===== src/rtl/fifo_pkg.sv =====
// Shared constants and state encoding for the threshold FIFO family.
package fifo_pkg;

    // Default widths, matching the FSM threshold outputs.
    localparam int FIFO_DATA_SIZE   = 6;
    localparam int FIFO_ADDR_SIZE   = 3;
    localparam int FIFO_UMBRAL_SIZE = 3;

    // Protocol state: ERROR is sticky until reset.
    typedef enum logic {
        NORMAL = 1'b0,
        ERROR  = 1'b1
    } state_t;

endpackage


===== src/rtl/fifo_mem.sv =====
// Register-file storage for the FIFO: synchronous write, synchronous read, no reset.
module fifo_mem #(
    parameter int DATA_SIZE = 6,
    parameter int ADDR_SIZE = 3
) (
    input  logic                 clk,
    input  logic                 wr_en,
    input  logic [ADDR_SIZE-1:0] wr_addr,
    input  logic [DATA_SIZE-1:0] wr_data,
    input  logic                 rd_en,
    input  logic [ADDR_SIZE-1:0] rd_addr,
    output logic [DATA_SIZE-1:0] rd_data
);

    localparam int DEPTH = 2 ** ADDR_SIZE;

    logic [DATA_SIZE-1:0] mem [DEPTH];

    // Write port: store the pushed word at the write pointer.
    always_ff @(posedge clk) begin
        if (wr_en) begin
            mem[wr_addr] <= wr_data;
        end
    end

    // Read port: capture the oldest word; a same-edge write to this slot is not seen.
    always_ff @(posedge clk) begin
        if (rd_en) begin
            rd_data <= mem[rd_addr];
        end
    end

endmodule


===== src/rtl/fifo_umbral.sv =====
// Synchronous FIFO with live almost-full/almost-empty thresholds and a sticky
// protocol-error state (overflow without pop, or pop while empty).
module fifo_umbral
    import fifo_pkg::*;
#(
    parameter int DATA_SIZE   = FIFO_DATA_SIZE,
    parameter int ADDR_SIZE   = FIFO_ADDR_SIZE,
    parameter int UMBRAL_SIZE = FIFO_UMBRAL_SIZE
) (
    input  logic                   clk,
    input  logic                   reset,
    input  logic [DATA_SIZE-1:0]   data_in,
    input  logic                   push,
    input  logic                   pop,
    input  logic [UMBRAL_SIZE-1:0] full_umbral_in,
    input  logic [UMBRAL_SIZE-1:0] empty_umbral_in,
    output logic [DATA_SIZE-1:0]   data_out,
    output logic                   valid_out,
    output logic                   full_sig,
    output logic                   empty_sig,
    output logic                   almost_full,
    output logic                   almost_empty,
    output logic                   err_sig
);

    localparam int                CNT_W = ADDR_SIZE + 1;
    localparam logic [CNT_W-1:0]  DEPTH = CNT_W'(2 ** ADDR_SIZE);

    state_t                 state;
    state_t                 state_nxt;
    logic [ADDR_SIZE-1:0]   wr_ptr;
    logic [ADDR_SIZE-1:0]   rd_ptr;
    logic [CNT_W-1:0]       count;
    logic [CNT_W-1:0]       count_nxt;
    logic [CNT_W-1:0]       full_th;
    logic [CNT_W-1:0]       empty_th;
    logic                   is_full;
    logic                   is_empty;
    logic                   err_evt;
    logic                   do_push;
    logic                   do_pop;
    logic                   rd_seen;
    logic [DATA_SIZE-1:0]   rd_data;

    fifo_mem #(
        .DATA_SIZE (DATA_SIZE),
        .ADDR_SIZE (ADDR_SIZE)
    ) u_mem (
        .clk     (clk),
        .wr_en   (do_push),
        .wr_addr (wr_ptr),
        .wr_data (data_in),
        .rd_en   (do_pop),
        .rd_addr (rd_ptr),
        .rd_data (rd_data)
    );

    // Qualify requests against the current occupancy and derive the next count.
    always_comb begin
        is_full   = (count == DEPTH);
        is_empty  = (count == '0);
        err_evt   = (state == NORMAL) && ((push && !pop && is_full) || (pop && is_empty));
        do_pop    = (state == NORMAL) && pop && !is_empty;
        do_push   = (state == NORMAL) && push && !err_evt && (!is_full || pop);
        full_th   = CNT_W'(full_umbral_in);
        empty_th  = CNT_W'(empty_umbral_in);
        count_nxt = count;
        if (do_push && !do_pop) begin
            count_nxt = count + CNT_W'(1);
        end else if (do_pop && !do_push) begin
            count_nxt = count - CNT_W'(1);
        end
    end

    // State register: only reset leaves ERROR.
    always_ff @(posedge clk) begin
        if (!reset) begin
            state <= NORMAL;
        end else begin
            state <= state_nxt;
        end
    end

    // Next-state logic: any protocol violation while NORMAL enters ERROR.
    always_comb begin
        state_nxt = state;
        if (err_evt) begin
            state_nxt = ERROR;
        end
    end

    // Output logic: error flag from state, data forced to zero until the first pop after reset.
    always_comb begin
        err_sig  = (state == ERROR);
        data_out = rd_seen ? rd_data : '0;
    end

    // Pointers, occupancy, read-valid and registered flags from the next count.
    always_ff @(posedge clk) begin
        if (!reset) begin
            wr_ptr       <= '0;
            rd_ptr       <= '0;
            count        <= '0;
            valid_out    <= 1'b0;
            rd_seen      <= 1'b0;
            full_sig     <= 1'b0;
            empty_sig    <= 1'b1;
            almost_full  <= 1'b0;
            almost_empty <= 1'b1;
        end else begin
            if (do_push) begin
                wr_ptr <= wr_ptr + ADDR_SIZE'(1);
            end
            if (do_pop) begin
                rd_ptr  <= rd_ptr + ADDR_SIZE'(1);
                rd_seen <= 1'b1;
            end
            count        <= count_nxt;
            valid_out    <= do_pop;
            full_sig     <= (count_nxt == DEPTH);
            empty_sig    <= (count_nxt == '0);
            almost_full  <= (count_nxt >= full_th);
            almost_empty <= (count_nxt <= empty_th);
        end
    end

endmodule


===== config.mk =====
export PLATFORM = sky130hd
export DESIGN_NAME = fifo_umbral
export DESIGN_NICKNAME = d
export VERILOG_FILES = /design/src/rtl/fifo_pkg.sv /design/src/rtl/fifo_mem.sv /design/src/rtl/fifo_umbral.sv
export SDC_FILE = /design/constraint.sdc
export NUM_CORES = 1
export LEC_CHECK = 0
export ABC_AREA = 0
export CAP_MARGIN = 20
export CORE_MARGIN = 1.5
export CORE_UTILIZATION = 30
export DETAILED_ROUTE_END_ITERATION = 8
export GPL_TIMING_DRIVEN = 0
export PLACE_DENSITY = 0.58
export SKIP_LAST_GASP = 1
export SYNTH_ARGS = -nofsm -noshare
export SYNTH_HDL_FRONTEND = slang
export SYNTH_SLANG_ARGS = --single-unit

===== constraint.sdc =====
create_clock -name clk -period 2.4 [get_ports clk]
set_input_delay 0.24 -clock clk [delete_from_list [all_inputs] [get_ports clk]]
set_output_delay 0.24 -clock clk [all_outputs]
set_load 0.005 [all_outputs]

==> key figures, run 1 <==
Yosys
  – Seq cells post-synth: 71
  – EDFF count, synth: 54
  – Cell Area, Synth: 3030 sq um
  – Asr flop ratio synth: 0%
  – Post-synth net total: 218
  – Gate Count Post-Synth: 191
  – Ys flop type: edfxtp_1
  – Sequential area share after synthesis: 64.7%
  – Synth cell types: 37
  – Synth Warn #: 0
  – Post-synthesis average cell area: 15.9 sq um

Finish
  – # diodes: 0
  – Layout cell share with drive strength beyond 1: 28.9%
  – Nets@finish: 261
  – Most frequent cells in the layout: edfxtp_1 (54), clkdlybuf4s50_1 (27), nor2_1 (15), dfxtp_1 (15), mux4_2 (12)
  – Fillers: 898
  – FF/Latch Area: 1970 sq um
  – Area grow syn2layout: 25.0%
  – Multi-input logic area: 1060 sq um
  – Most common cell after layout, fill and taps aside: edfxtp_1

Timing
  – Clk_skew: 0.00663 ns
  – Setup Viol. Count Final: 0
  – RSZ-0062 raised after global routing: true
  – Worst slew pin tran: 0.839 ns
  – Setup TNS: 0 ns
  – Final period util: 97.4%
  – Relative slew slack: 43.8%
  – Final hold vios: 0
  – Max-slew violations: 0
  – Fmax: 0.428 GHz
  – Tmin final: 2.34 ns
  – Final setup margin: 0.0627 ns
  – WHS: 0.516 ns

Die
  – Core ar.: 9770 sq um
  – I/O pin cnt: 28
  – DIE AREA: 10700 sq um
  – Die height: 104 um
  – Std cell rows: 36
  – Die width: 104 um
  – Starting density of the core: 31.0%

Worst setup path
  – CP Buf/Inv Count: 1
  – CP Capture Type: flip-flop
  – RR Startpoint: count[3]
  – CP Class: in2reg
  – Arr. time, crit path: 2.32 ns
  – Crit-path leading delay family: simple AND/OR/NAND/NOR gates
  – Cell Chain, Critical Path: clkdlybuf4s50_1, xor2_1, a311oi_2, nand2b_1, nor2_1
  – Crit Path Max Fanout: 6
  – Critical path's slowest cell: a311oi_2
  – CP required: 2.38 ns
  – CP max stage delay: 0.55 ns
  – Critical path origin: pop
  – Crit path launch type: input pin

Global route
  – Grt total ovfl: 0
  – Number of antenna violations at the first check in global routing: 0
  – GRT Total Usage: 10.6%
  – First-pass GRT wire length: 8680 um
  – Vias in the first global route: 1712
  – Largest net degree at the start of global routing: 14

CTS
  – Maximum clock path buffer count: 2
  – # clock sinks: 71
  – Inserted Clock Buffers: 9
  – Skew-Pair Late Insertion Delay: 0.34 ns
  – Root buffer cell: clkbuf_8
  – CTS tree: yes
  – Cts-stage hold buffer count: 0
  – # H-tree levels: 3
  – Clock transition at path regs: 0.07 ns

Min path
  – Hold path start: reset
  – Min-delay worst type: in2reg

Placement
  – Number of port buffers: 27
  – DP HPWL: 3610 um
  – RePlAce Congestion: 0.724
  – Pre-CTS setup slack: -0.545 ns

Routing
  – DR WL/cell: 14.3 um
  – Via count: 1640
  – Pre-antenna DRT Iters: 4
  – Post-DRT Antenna Nets: 0
  – Drt initial violations: 71
  – Final WL: 5320 um
  – Drt drc: 0
  – DR vias/cell: 4.41

Power and ir drop
  – Leak pwr: 0.00131 uW
  – Max VDD drop: 0.000330 V
  – Power Density: 818 nW/um^2

Flow run
  – Maxcap violations: 0

Status
  – Status: complete, no violations
## cell type report
type	count	area share [%]
Clock inverter	7	2.54
Buffer	5	0.628
Tap cell	133	4.39
Inverter	10	1.06
Sequential cell	71	51.9
Clock buffer	9	3.27
Multi-Input combinational cell	105	28.0
Timing Repair Buffer	32	8.13
## where the power goes
part	switching (uW)	internal [uW]
registers	52.2	1410
logic	268	329
clock network	450	588
total	770	2330
## registers in the layout (all words and copies together), names as in the netlist
register / count
empty_sig: 1
rd_seen: 1
rd_ptr: 3
u_mem.mem: 48
full_sig: 1
count: 4
err_sig: 1
almost_full: 1
valid_out: 1
wr_ptr: 3
u_mem.rd_data: 6
almost_empty: 1
## per-layer routing
| metal | GRT usage, % | wire length, um | part of all wire, % |
|---|---|---|---|
| met2 | 17.4 | 2640 | 50 |
| met4 | 5.06 | 94 | 1.8 |
| met5 | 0 | 0 | 0 |
| met1 | 13.1 | 2420 | 46 |
| met3 | 2.64 | 156 | 2.9 |
## cell families after synthesis
family | synth area share (%)
AO/OA/AOI/OAI | 4.42
XOR/XNOR | 2.02
adder cells (fa/ha/maj) | 4.54
buffers and inverters | 2.02
flip-flops | 64.7
multiplexers | 12.5
AND/OR/NAND/NOR | 9.74
## what timing repair did
item	CTS	global route
setup buffers	3	2
pin swaps	4	9
resized for setup	8	11
endpoints found under the setup margin	26	38
## final timing paths
path	to	cells past startpoint	slack [ns]
setup / recovery	u_mem.mem[6][0]	5	0.06
hold / removal	empty_sig	2	0.52
setup reg to reg	u_mem.mem[6][0]	5	0.10
hold reg to reg	wr_ptr[0]	2	0.52
## cell usage after synthesis (4+ instances only)
library cell  instances  area [sq um]
mux2_2                7          78.8
dfxtp_1              17           340
ha_1                 11           138
nand2_1               4          15.0
mux4_2               12           270
nand2b_1              6          37.5
edfxtp_1             54          1620
a21oi_1               4          20.0
inv_1                 9          33.8
xor2_1                4          35.0
nor2_1               19          71.3
and2_1                9          56.3
## stage by stage
step                utilization (%)  total power (uW)  std cells  instance area, sq um
detailed placement             35.5              2030        351                  3470
global placement               35.5              2020        351                  3470
CTS                            38.2              3090        370                  3730
global route                   38.7              3260        372                  3790
floorplan                         -              1840        191                  3030
finish                         38.7              3100        372                  3790
(Power assumes the default switching activity.)
==> run 2: changes to the inputs <==
==> constraint.sdc (replaced) <==
create_clock -name clk -period 2 [get_ports clk]
set_input_delay 0.2 -clock clk [delete_from_list [all_inputs] [get_ports clk]]
set_output_delay 0.2 -clock clk [all_outputs]
set_load 0.005 [all_outputs]
==> key figures, run 2 (synthesized netlist as in run 1, its figures left out) <==
Status
  – Status: finished, violations left
  – Failing checks: setup timing

CTS
  – Skew-Pair Late Insertion Delay: 0.34 ns
  – Root buffer cell: clkbuf_8
  – Clock transition at path regs: 0.07 ns
  – Inserted Clock Buffers: 9
  – # H-tree levels: 3
  – Maximum clock path buffer count: 2
  – # clock sinks: 71
  – CTS tree: yes

Global route
  – Vias in the first global route: 1736
  – GRT Total Usage: 10.8%
  – First-pass GRT wire length: 8900 um
  – Largest net degree at the start of global routing: 13
  – Number of antenna violations at the first check in global routing: 0
  – Grt total ovfl: 0

Timing
  – Setup Viol. Count Final: 3
  – Clk_skew: 0.00879 ns
  – Final hold vios: 0
  – Final setup margin: -0.274 ns
  – Relative slew slack: 42.2%
  – Worst slew pin tran: 0.863 ns
  – Tmin final: 2.27 ns
  – Final period util: 114%
  – Max-slew violations: 0
  – Fmax: 0.440 GHz
  – RSZ-0062 raised after global routing: true

Worst setup path
  – CP Buf/Inv Count: 2
  – Crit path launch type: flip-flop
  – Critical path origin: count[1]
  – Critical path's slowest cell: dfxtp_2
  – RR Startpoint: count[1]
  – CP Capture Type: flip-flop
  – CP max stage delay: 0.34 ns
  – Crit-path leading delay family: simple AND/OR/NAND/NOR gates
  – Crit Path Max Fanout: 4
  – CP Class: reg2reg
  – CP required: 2.22 ns
  – Cell Chain, Critical Path: inv_2, ha_4, and3b_2, nor4_4, buf_4, nor2_4, xnor2_2, ha_1, nand2b_4, a21o_1, a21oi_2, a21oi_1
  – Arr. time, crit path: 2.49 ns

Routing
  – DR WL/cell: 14.1 um
  – Post-DRT Antenna Nets: 0
  – Via count: 1690
  – Pre-antenna DRT Iters: 4
  – DR vias/cell: 4.40
  – Drt initial violations: 54
  – Final WL: 5420 um
  – Drt drc: 0

Placement
  – Pre-CTS setup slack: -0.911 ns
  – RePlAce Congestion: 0.741
  – Number of port buffers: 27
  – DP HPWL: 3490 um

Power and ir drop
  – Comb pwr share: 22.9%
  – Max VDD drop: 0.000292 V
  – Leak pwr: 0.00136 uW
  – Sw Ratio: 25.7%
  – P_sw: 949 uW
  – Total Power: 3690 uW
  – Part of the power in registers: 47.5%
  – Clock network fraction of total power: 29.6%
  – Power Density: 934 nW/um^2
  – Internal: 2740 uW

Die
  – Starting density of the core: 31.0%
  – Die height: 104 um
  – Die width: 104 um
  – Std cell rows: 36
  – Core ar.: 9770 sq um
  – DIE AREA: 10700 sq um
  – I/O pin cnt: 28

Finish
  – Most frequent cells in the layout: edfxtp_1 (54), clkdlybuf4s50_1 (27), buf_4 (19)
  – Most common cell after layout, fill and taps aside: edfxtp_1
  – # diodes: 0
  – Max reg flops: 48
  – Largest regs: u_mem.mem x48, u_mem.rd_data x6, count x4
  – Nets@finish: 274
  – Layout cell share with drive strength beyond 1: 35.9%
  – Post-Route Utilization: 40.4%
  – Biggest register: u_mem.mem
  – Area grow syn2layout: 30.3%

Min path
  – Min-delay worst type: in2reg
  – Hold path start: reset

Flow run
  – Maxcap violations: 0
run 2: per-layer routing:
metal / share of wire, % / up-vias / wire (um) / track usage, %
met5: 0 / - / 0 / 0
met4: 2.2 / 0 / 119 / 5.65
met3: 2.6 / 7 / 141 / 2.39
met2: 47 / 27 / 2570 / 17.2
met1: 48 / 828 / 2590 / 13.8
li1: - / 828 / - / -
run 2: through the flow:
stage / area, sq um / cells / hold WS (ns) / TNS, ns
6_report: 3950 / 384 / 0.482 / -0.578
5_1_grt: 3950 / 384 / 0.497 / -1.04
4_1_cts: 3860 / 378 / 0.472 / -2.23
3_5_place_dp: 3480 / 351 / 0.498 / -34.02
3_3_place_gp: 3480 / 351 / 0.492 / -32.77
2_1_floorplan: 3050 / 191 / 0.271 / -0.324
run 2: power groups by stage:
| stage | Clock, uW | Combinational (uW) | Sequential, uW |
|---|---|---|---|
| global route | 1170 | 921 | 1760 |
| finish | 1090 | 843 | 1750 |
| detailed placement | 0 | 653 | 1790 |
| CTS | 1110 | 773 | 1750 |
| global placement | 0 | 649 | 1790 |
| floorplan | 0 | 444 | 1780 |
run 2: repair_timing:
action / in CTS / in global routing
endpoints found under the hold margin: 0 / 0
resized for setup: 24 / 8
hold buffers: 0 / 0
pin swaps: 11 / 12
setup buffers: 12 / 6
setup endpoints to repair: 56 / 65
run 2: worst paths after layout:
path,end,slack [ns],cells past startpoint
worst max-delay path,almost_full,-0.27,12
worst min-delay path,empty_sig,0.48,2
worst max register to register,almost_full,-0.27,12
worst min register to register,wr_ptr[0],0.52,2
run 2: final cells by class:
class,count,area (sq um)
tap,133,166
clock inverter,6,61.3
sequential,71,1960
clock buffer,9,124
fill,894,5820
timing repair buffer,45,418
inverter,10,40.0
multi-input combinational,105,1150
buffer,5,27.5
